## config.mk

```make
export PLATFORM = sky130hd
export DESIGN_NAME = mem_access_unit
export DESIGN_NICKNAME = d
export VERILOG_FILES = /design/src/rtl/mem_access_unit.sv
export SDC_FILE = /design/constraint.sdc
export NUM_CORES = 1
export LEC_CHECK = 0
export BUFFER_PORTS_ARGS = -buffer_cell sky130_fd_sc_hd__buf_2
export CAP_MARGIN = 0
export CORE_ASPECT_RATIO = 0.7
export CORE_MARGIN = 2
export CORE_UTILIZATION = 50
export CTS_CLUSTER_SIZE = 10
export DETAILED_ROUTE_END_ITERATION = 10
export GPL_TIMING_DRIVEN = 1
export PLACE_DENSITY = 0.78
export SYNTH_ARGS = -nofsm -noshare
export SYNTH_HDL_FRONTEND = slang
export SYNTH_SLANG_ARGS = --single-unit
```

## constraint.sdc

```tcl
create_clock -name clk -period 2.1 [get_ports clk]
set_input_delay 0.21 -clock clk [delete_from_list [all_inputs] [get_ports clk]]
set_output_delay 0.21 -clock clk [all_outputs]
set_load 0.02 [all_outputs]
```

## src/rtl/mem_access_unit.sv

```systemverilog
//==============================================================================
// Module   : mem_access_unit
// Purpose  : Load/store initiator for a whole-word memory port pair; sub-word
//            stores use read-modify-write. Optional macro: MAU_STATS_EN.
// Revision : 1.0 - initial release
//==============================================================================
`default_nettype none

module mem_access_unit #(
  parameter int MEM_WORDS         = 1024,
  parameter int LOAD_SEXT_DEFAULT = 0
) (
  input  logic        clk,
  input  logic        rst,
  input  logic        req_valid,
  output logic        req_ready,
  input  logic        req_wr,
  input  logic [1:0]  req_size,
  input  logic        req_signed,
  input  logic [31:0] req_addr,
  input  logic [31:0] req_wdata,
  output logic        rsp_valid,
  input  logic        rsp_ready,
  output logic [31:0] rsp_rdata,
  output logic        rsp_err,
  output logic [31:0] mem_raddr,
  input  logic [31:0] mem_rdata,
  output logic [31:0] mem_waddr,
  output logic [31:0] mem_wdata,
  output logic        mem_wen
`ifdef MAU_STATS_EN
  ,
  output logic [31:0] stat_loads,
  output logic [31:0] stat_stores,
  output logic [31:0] stat_errs
`endif
);

  typedef enum logic [2:0] {
    S_IDLE    = 3'd0,
    S_READ    = 3'd1,
    S_MERGE   = 3'd2,
    S_CAPTURE = 3'd3,
    S_WRITE   = 3'd4,
    S_RESP    = 3'd5
  } state_t;

  localparam logic [31:0] c_mem_words = 32'(MEM_WORDS);

  // Sign-extension is chosen per request; this parameter is reserved at 0.
  generate
    if (LOAD_SEXT_DEFAULT != 0) begin : g_sext_default_check
      $error("mem_access_unit: LOAD_SEXT_DEFAULT is reserved and must be 0");
    end
  endgenerate

  state_t      state_q;
  logic        wr_q;
  logic        signed_q;
  logic [1:0]  size_q;
  logic [1:0]  lane_q;
  logic [29:0] idx_q;
  logic [15:0] wdata_q;
  logic        rsp_valid_q;
  logic [31:0] rsp_rdata_q;
  logic        rsp_err_q;
  logic [31:0] mem_raddr_q;
  logic [31:0] mem_waddr_q;
  logic [31:0] mem_wdata_q;
  logic        mem_wen_q;

  logic        accept_d;
  logic        err_d;
  logic [7:0]  byte_d;
  logic [15:0] half_d;
  logic [31:0] capture_d;
  logic [31:0] merge_d;

  assign req_ready = (state_q == S_IDLE) && !rst;
  assign rsp_valid = rsp_valid_q;
  assign rsp_rdata = rsp_rdata_q;
  assign rsp_err   = rsp_err_q;
  assign mem_raddr = mem_raddr_q;
  assign mem_waddr = mem_waddr_q;
  assign mem_wdata = mem_wdata_q;
  // Gating by rst keeps a reset landing in WRITE from committing the word.
  assign mem_wen   = mem_wen_q && !rst;

  always_comb begin
    accept_d = req_valid && req_ready;
    err_d    = (req_size == 2'b11)
            || ((req_size == 2'b01) && req_addr[0])
            || ((req_size == 2'b10) && (req_addr[1:0] != 2'b00))
            || ({2'b00, req_addr[31:2]} >= c_mem_words);

    byte_d = mem_rdata[7:0];
    case (lane_q)
      2'd1:    byte_d = mem_rdata[15:8];
      2'd2:    byte_d = mem_rdata[23:16];
      2'd3:    byte_d = mem_rdata[31:24];
      default: byte_d = mem_rdata[7:0];
    endcase
    half_d = lane_q[1] ? mem_rdata[31:16] : mem_rdata[15:0];

    case (size_q)
      2'b00:   capture_d = {{24{signed_q & byte_d[7]}}, byte_d};
      2'b01:   capture_d = {{16{signed_q & half_d[15]}}, half_d};
      default: capture_d = mem_rdata;
    endcase

    merge_d = mem_rdata;
    if (size_q == 2'b00) begin
      case (lane_q)
        2'd1:    merge_d[15:8]  = wdata_q[7:0];
        2'd2:    merge_d[23:16] = wdata_q[7:0];
        2'd3:    merge_d[31:24] = wdata_q[7:0];
        default: merge_d[7:0]   = wdata_q[7:0];
      endcase
    end else if (lane_q[1]) begin
      merge_d[31:16] = wdata_q;
    end else begin
      merge_d[15:0] = wdata_q;
    end
  end

  always_ff @(posedge clk) begin
    if (rst) begin
      state_q     <= S_IDLE;
      wr_q        <= 1'b0;
      signed_q    <= 1'b0;
      size_q      <= 2'b00;
      lane_q      <= 2'b00;
      idx_q       <= '0;
      wdata_q     <= '0;
      rsp_valid_q <= 1'b0;
      rsp_rdata_q <= '0;
      rsp_err_q   <= 1'b0;
      mem_raddr_q <= '0;
      mem_waddr_q <= '0;
      mem_wdata_q <= '0;
      mem_wen_q   <= 1'b0;
    end else begin
      mem_wen_q <= 1'b0;
      case (state_q)
        S_IDLE: begin
          if (accept_d) begin
            wr_q     <= req_wr;
            signed_q <= req_signed;
            size_q   <= req_size;
            lane_q   <= req_addr[1:0];
            idx_q    <= req_addr[31:2];
            wdata_q  <= req_wdata[15:0];
            if (err_d) begin
              rsp_valid_q <= 1'b1;
              rsp_err_q   <= 1'b1;
              rsp_rdata_q <= '0;
              state_q     <= S_RESP;
            end else if (req_wr && (req_size == 2'b10)) begin
              mem_waddr_q <= {2'b00, req_addr[31:2]};
              mem_wdata_q <= req_wdata;
              mem_wen_q   <= 1'b1;
              state_q     <= S_WRITE;
            end else begin
              mem_raddr_q <= {2'b00, req_addr[31:2]};
              state_q     <= S_READ;
            end
          end
        end
        S_READ: begin
          state_q <= wr_q ? S_MERGE : S_CAPTURE;
        end
        S_CAPTURE: begin
          rsp_rdata_q <= capture_d;
          rsp_err_q   <= 1'b0;
          rsp_valid_q <= 1'b1;
          state_q     <= S_RESP;
        end
        S_MERGE: begin
          mem_waddr_q <= {2'b00, idx_q};
          mem_wdata_q <= merge_d;
          mem_wen_q   <= 1'b1;
          state_q     <= S_WRITE;
        end
        S_WRITE: begin
          rsp_rdata_q <= '0;
          rsp_err_q   <= 1'b0;
          rsp_valid_q <= 1'b1;
          state_q     <= S_RESP;
        end
        S_RESP: begin
          if (rsp_ready) begin
            rsp_valid_q <= 1'b0;
            state_q     <= S_IDLE;
          end
        end
        default: state_q <= S_IDLE;
      endcase
    end
  end

`ifdef MAU_STATS_EN
  logic [31:0] stat_loads_q;
  logic [31:0] stat_stores_q;
  logic [31:0] stat_errs_q;

  assign stat_loads  = stat_loads_q;
  assign stat_stores = stat_stores_q;
  assign stat_errs   = stat_errs_q;

  always_ff @(posedge clk) begin
    if (rst) begin
      stat_loads_q  <= '0;
      stat_stores_q <= '0;
      stat_errs_q   <= '0;
    end else if ((state_q == S_RESP) && rsp_ready) begin
      if (rsp_err_q)
        stat_errs_q <= stat_errs_q + 32'd1;
      else if (wr_q)
        stat_stores_q <= stat_stores_q + 32'd1;
      else
        stat_loads_q <= stat_loads_q + 32'd1;
    end
  end
`endif

endmodule

`default_nettype wire

```

==> metrics.md <==
| Metric | Value |
|---|---|
| Post-synth top area cell | dfxtp_1 |
| Final GP Congestion | 1.003 |
| Global-route wire length before repair | 39610 um |
| VDD IR-drop max | 0.5998 mV |
| Setup-failing EPs final | 0 |
| Vias per cell | a little under 6 |
| Share of post-route cells with drive strength above 1 | between 20% and 30% |
| Final worst setup slack | 0.05928 ns |
| Hold Vio Cnt, Final | 0 |
| H-tree depth | 4 |
| Max-Cap Viols | 0 |
| Sequence of cells on the critical path | or4b_2, o21ai_0, a221oi_1, nand3_1, a21oi_1 |
| Worst-Skew Late Latency | approximately 0.44 ns |
| Die width | ~160 um |
| Place WS | -0.05380 ns |
| Num CTS Buffers | 17 |
| Initial core utilization | roughly half |
| Synth warn | 0 |
| Slew @ Worst Pin | around 0.87 ns |
| Reg-to-Reg Start | lane_q[0]$_SDFFE_PP0P_ |
| Number of flops mapped to enable cells by yosys | 0 |
| Clock buffer depth | 2 |
| Synth Flop Type | dfxtp_1 |
| Synth top cells by count | dfxtp_1, o21ai_0, a21oi_1 |
| CP endpoint kind | flop |
| Worst path max stage delay | between 0.6 and 0.7 ns |
| CTS tree | done |
| Routed via count | ~8300 |
| DR WL/cell | 19.28 um |
| CTS clock-pin slew for the worst setup and hold paths | 0.08 ns |
| Final #Nets | about 1300 |
| Die H | about 110 um |
| Area contributors post-synth | dfxtp_1, o21ai_0, nand2b_1, a21oi_1, nand2_1 |
| Worst Hold Class | in -> reg |
| GRT overflow | 0 |
| Vias in the first global route | roughly 7300 |
| CP max FO | 12 |
| Static leakage power | approximately 0.0043 uW |
| Yosys reg bits | 182 |
| Reg2reg path depth | 5 |
| Distinct cells, synth | 59 |
| Core Footprint | 15640 um2 |
| Clk network pwr share | 38.5% |
| Power share of the sequential group | 44.4% |
| Hold Crit Depth | 3 |
| Clock Root Buffer | clkbuf_16 |
| Critical Path RT | about 2.4 ns |
| Worst setup SP type | flop |
| Clock Skew | around 0.012 ns |
| Slowest stage cell, crit path | or4b_2 |
| Comb power frac | ~17% |
| Slew HR | between 40% and 50% |
| Boundary Pins | between 200 and 250 |
| Cell Pwr Density | approximately 800 nW/um2 |
| Tcrit/Tclk final | a little over nine tenths |
| Crit Path Class | reg -> reg |
| Fillers | approximately 1300 |
| Antenna violations before repair | 2 |
| Gr usage total | approximately 30% |
| Area after DPL | between 9000 and 10000 um2 |
| I/O Buffers | 231 |
| Asr flop ratio synth | 0% |
| Synth Area per Inst | about 8.4 um2 |
| Crit path buffers/inverters | 0 |
| Post-Route WL | between 20000 and 30000 um |
| Min-delay src | req_addr[6] |
| WP data arrival | 2.32 ns |
| Tmin final | ~2.0 ns |
| CTS sink cnt | about 180 |
| Sw Share | roughly 30% |
| Fin area | approximately 10000 um2 |
| WP depth | 5 |
| Cell Int Power | between 5000 and 6000 uW |
| Most frequent cell after synthesis | dfxtp_1 |
| Largest net degree at the start of global routing | between 80 and 90 |
| Synthesis-to-finish area growth | 28.97% |
| Post-synth top area share | 45.18% |
| Status | completed |
| Die ar. | 17180 um2 |
| Remaining DRCs | 0 |
| RSZ-0062 raised after global routing | yes |
| Initial DRC Count | 1038 |
| Antenna Nets Post-Route | 0 |
| DR pass1 iterations | 6 |
| Site Rows | 38 |
| Sequential-to-total area share from yosys stat | 45.18% |
| Net Switching | roughly 2500 uW |
| Mapped Area | just over 8000 um2 |
| Setup TNS | 0 ns |
| Dpl hpwl | 18380 um |
| Worst Setup SP | lane_q[0]$_SDFFE_PP0P_ |
| Post-Syn Instances | around 960 |
| Delay-heaviest family, CP | simple AND/OR/NAND/NOR gates |
| FMAX | slightly below 500 MHz |
| Fin. max-slew vios | 0 |
cells in the final DEF (no fill, tap or decap), types with 10 or more instances in the layout:
cell type / n
buf_2: 229
a21bo_2: 10
o21ai_0: 136
nand2b_1: 70
nand2_1: 76
dfxtp_1: 180
nor2_1: 42
a22o_1: 23
a32oi_1: 10
nor3_1: 15
and2_1: 20
inv_1: 12
dlygate4sd3_1: 25
buf_4: 34
nand3_1: 50
a21oi_1: 80
a221oi_1: 15
a31oi_1: 17
clkbuf_16: 18
worst register-to-register path: stages (launching register included):
cell and delay (ns):
dfxtp_1 0.54, or4b_2 0.63, o21ai_0 0.31, a221oi_1 0.20, nand3_1 0.15, a21oi_1 0.07
power groups by stage:
| stage | logic, uW | clock network [uW] | registers (uW) |
|---|---|---|---|
| final | 1430 | 3220 | 3710 |
| after global routing | 1540 | 3390 | 3730 |
| after CTS | 1340 | 3240 | 3700 |
| after detailed placement | 1290 | 0 | 3780 |
| after floorplan | 767 | 0 | 3790 |
| after global placement | 1280 | 0 | 3780 |
cell families after synthesis:
family | after synthesis | share of synthesized area (%)
buffers and inverters | 104 | 6.035
AO/OA/AOI/OAI | 341 | 26.21
other | 1 | 0.04650
multiplexers | 8 | 1.148
AND/OR/NAND/NOR | 322 | 21.38
flip-flops | 182 | 45.18
final timing paths:
| check | endpoint | slack (ns) |
|---|---|---|
| setup / recovery | mem_wdata[9]$_SDFFE_PP0P_ | 0.06 |
| hold reg to reg | mem_waddr[10]$_SDFFE_PP0P_ | 0.45 |
| hold / removal | idx_q[4]$_SDFFE_PP0P_ | 0.006 |
| setup reg to reg | mem_wdata[9]$_SDFFE_PP0P_ | 0.06 |
area by class of cell:
type | instances | area, um2 | share of cell area, %
multi-input combinational | 677 | 4033 | 38.78
sequential | 182 | 3646 | 35.06
timing repair buffer | 297 | 1828 | 17.58
clock buffer | 18 | 439.2 | 4.223
tap | 200 | 250.2 | 2.406
clock inverter | 14 | 156.4 | 1.504
inverter | 12 | 45.04 | 0.4331
antenna | 1 | 2.502 | 0.02406
routing by layer:
layer	global-route usage, %	up-vias	share of wire [%]
li1	-	3872	-
met4	8.191	2	1.3
met3	9.030	38	12
met1	43.63	3913	44
met5	3.571	-	0.26
met2	42.23	500	42
what timing repair did:
item	CTS	global route
gates resized for setup	0	14
setup buffers	0	1
endpoints found under the setup margin	0	98
hold endpoints to repair	25	0
hold buffers	25	0
metrics by stage:
step / util (%) / power, uW / hold WS (ns) / cells
after global placement: 60.41 / 5060 / 0.4198 / 1339
after detailed placement: 60.41 / 5072 / 0.4250 / 1339
after global routing: 66.49 / 8657 / 0.005228 / 1401
final: 66.49 / 8368 / 0.006419 / 1401
after floorplan: - / 4560 / 0.3185 / 961
after CTS: 65.82 / 8285 / 0.0007349 / 1396
registers in the layout, indices dropped and copies added, names as in the netlist:
| name | count |
|---|---|
| mem_wdata | 32 |
| mem_wen_q | 1 |
| state_q | 3 |
| mem_raddr | 30 |
| wr_q | 1 |
| rsp_err | 1 |
| size_q | 2 |
| mem_waddr | 30 |
| lane_q | 2 |
| wdata_q | 16 |
| idx_q | 30 |
| rsp_valid | 1 |
| rsp_rdata | 32 |
| signed_q | 1 |
Note: power is estimated with default switching activity, not from simulation.
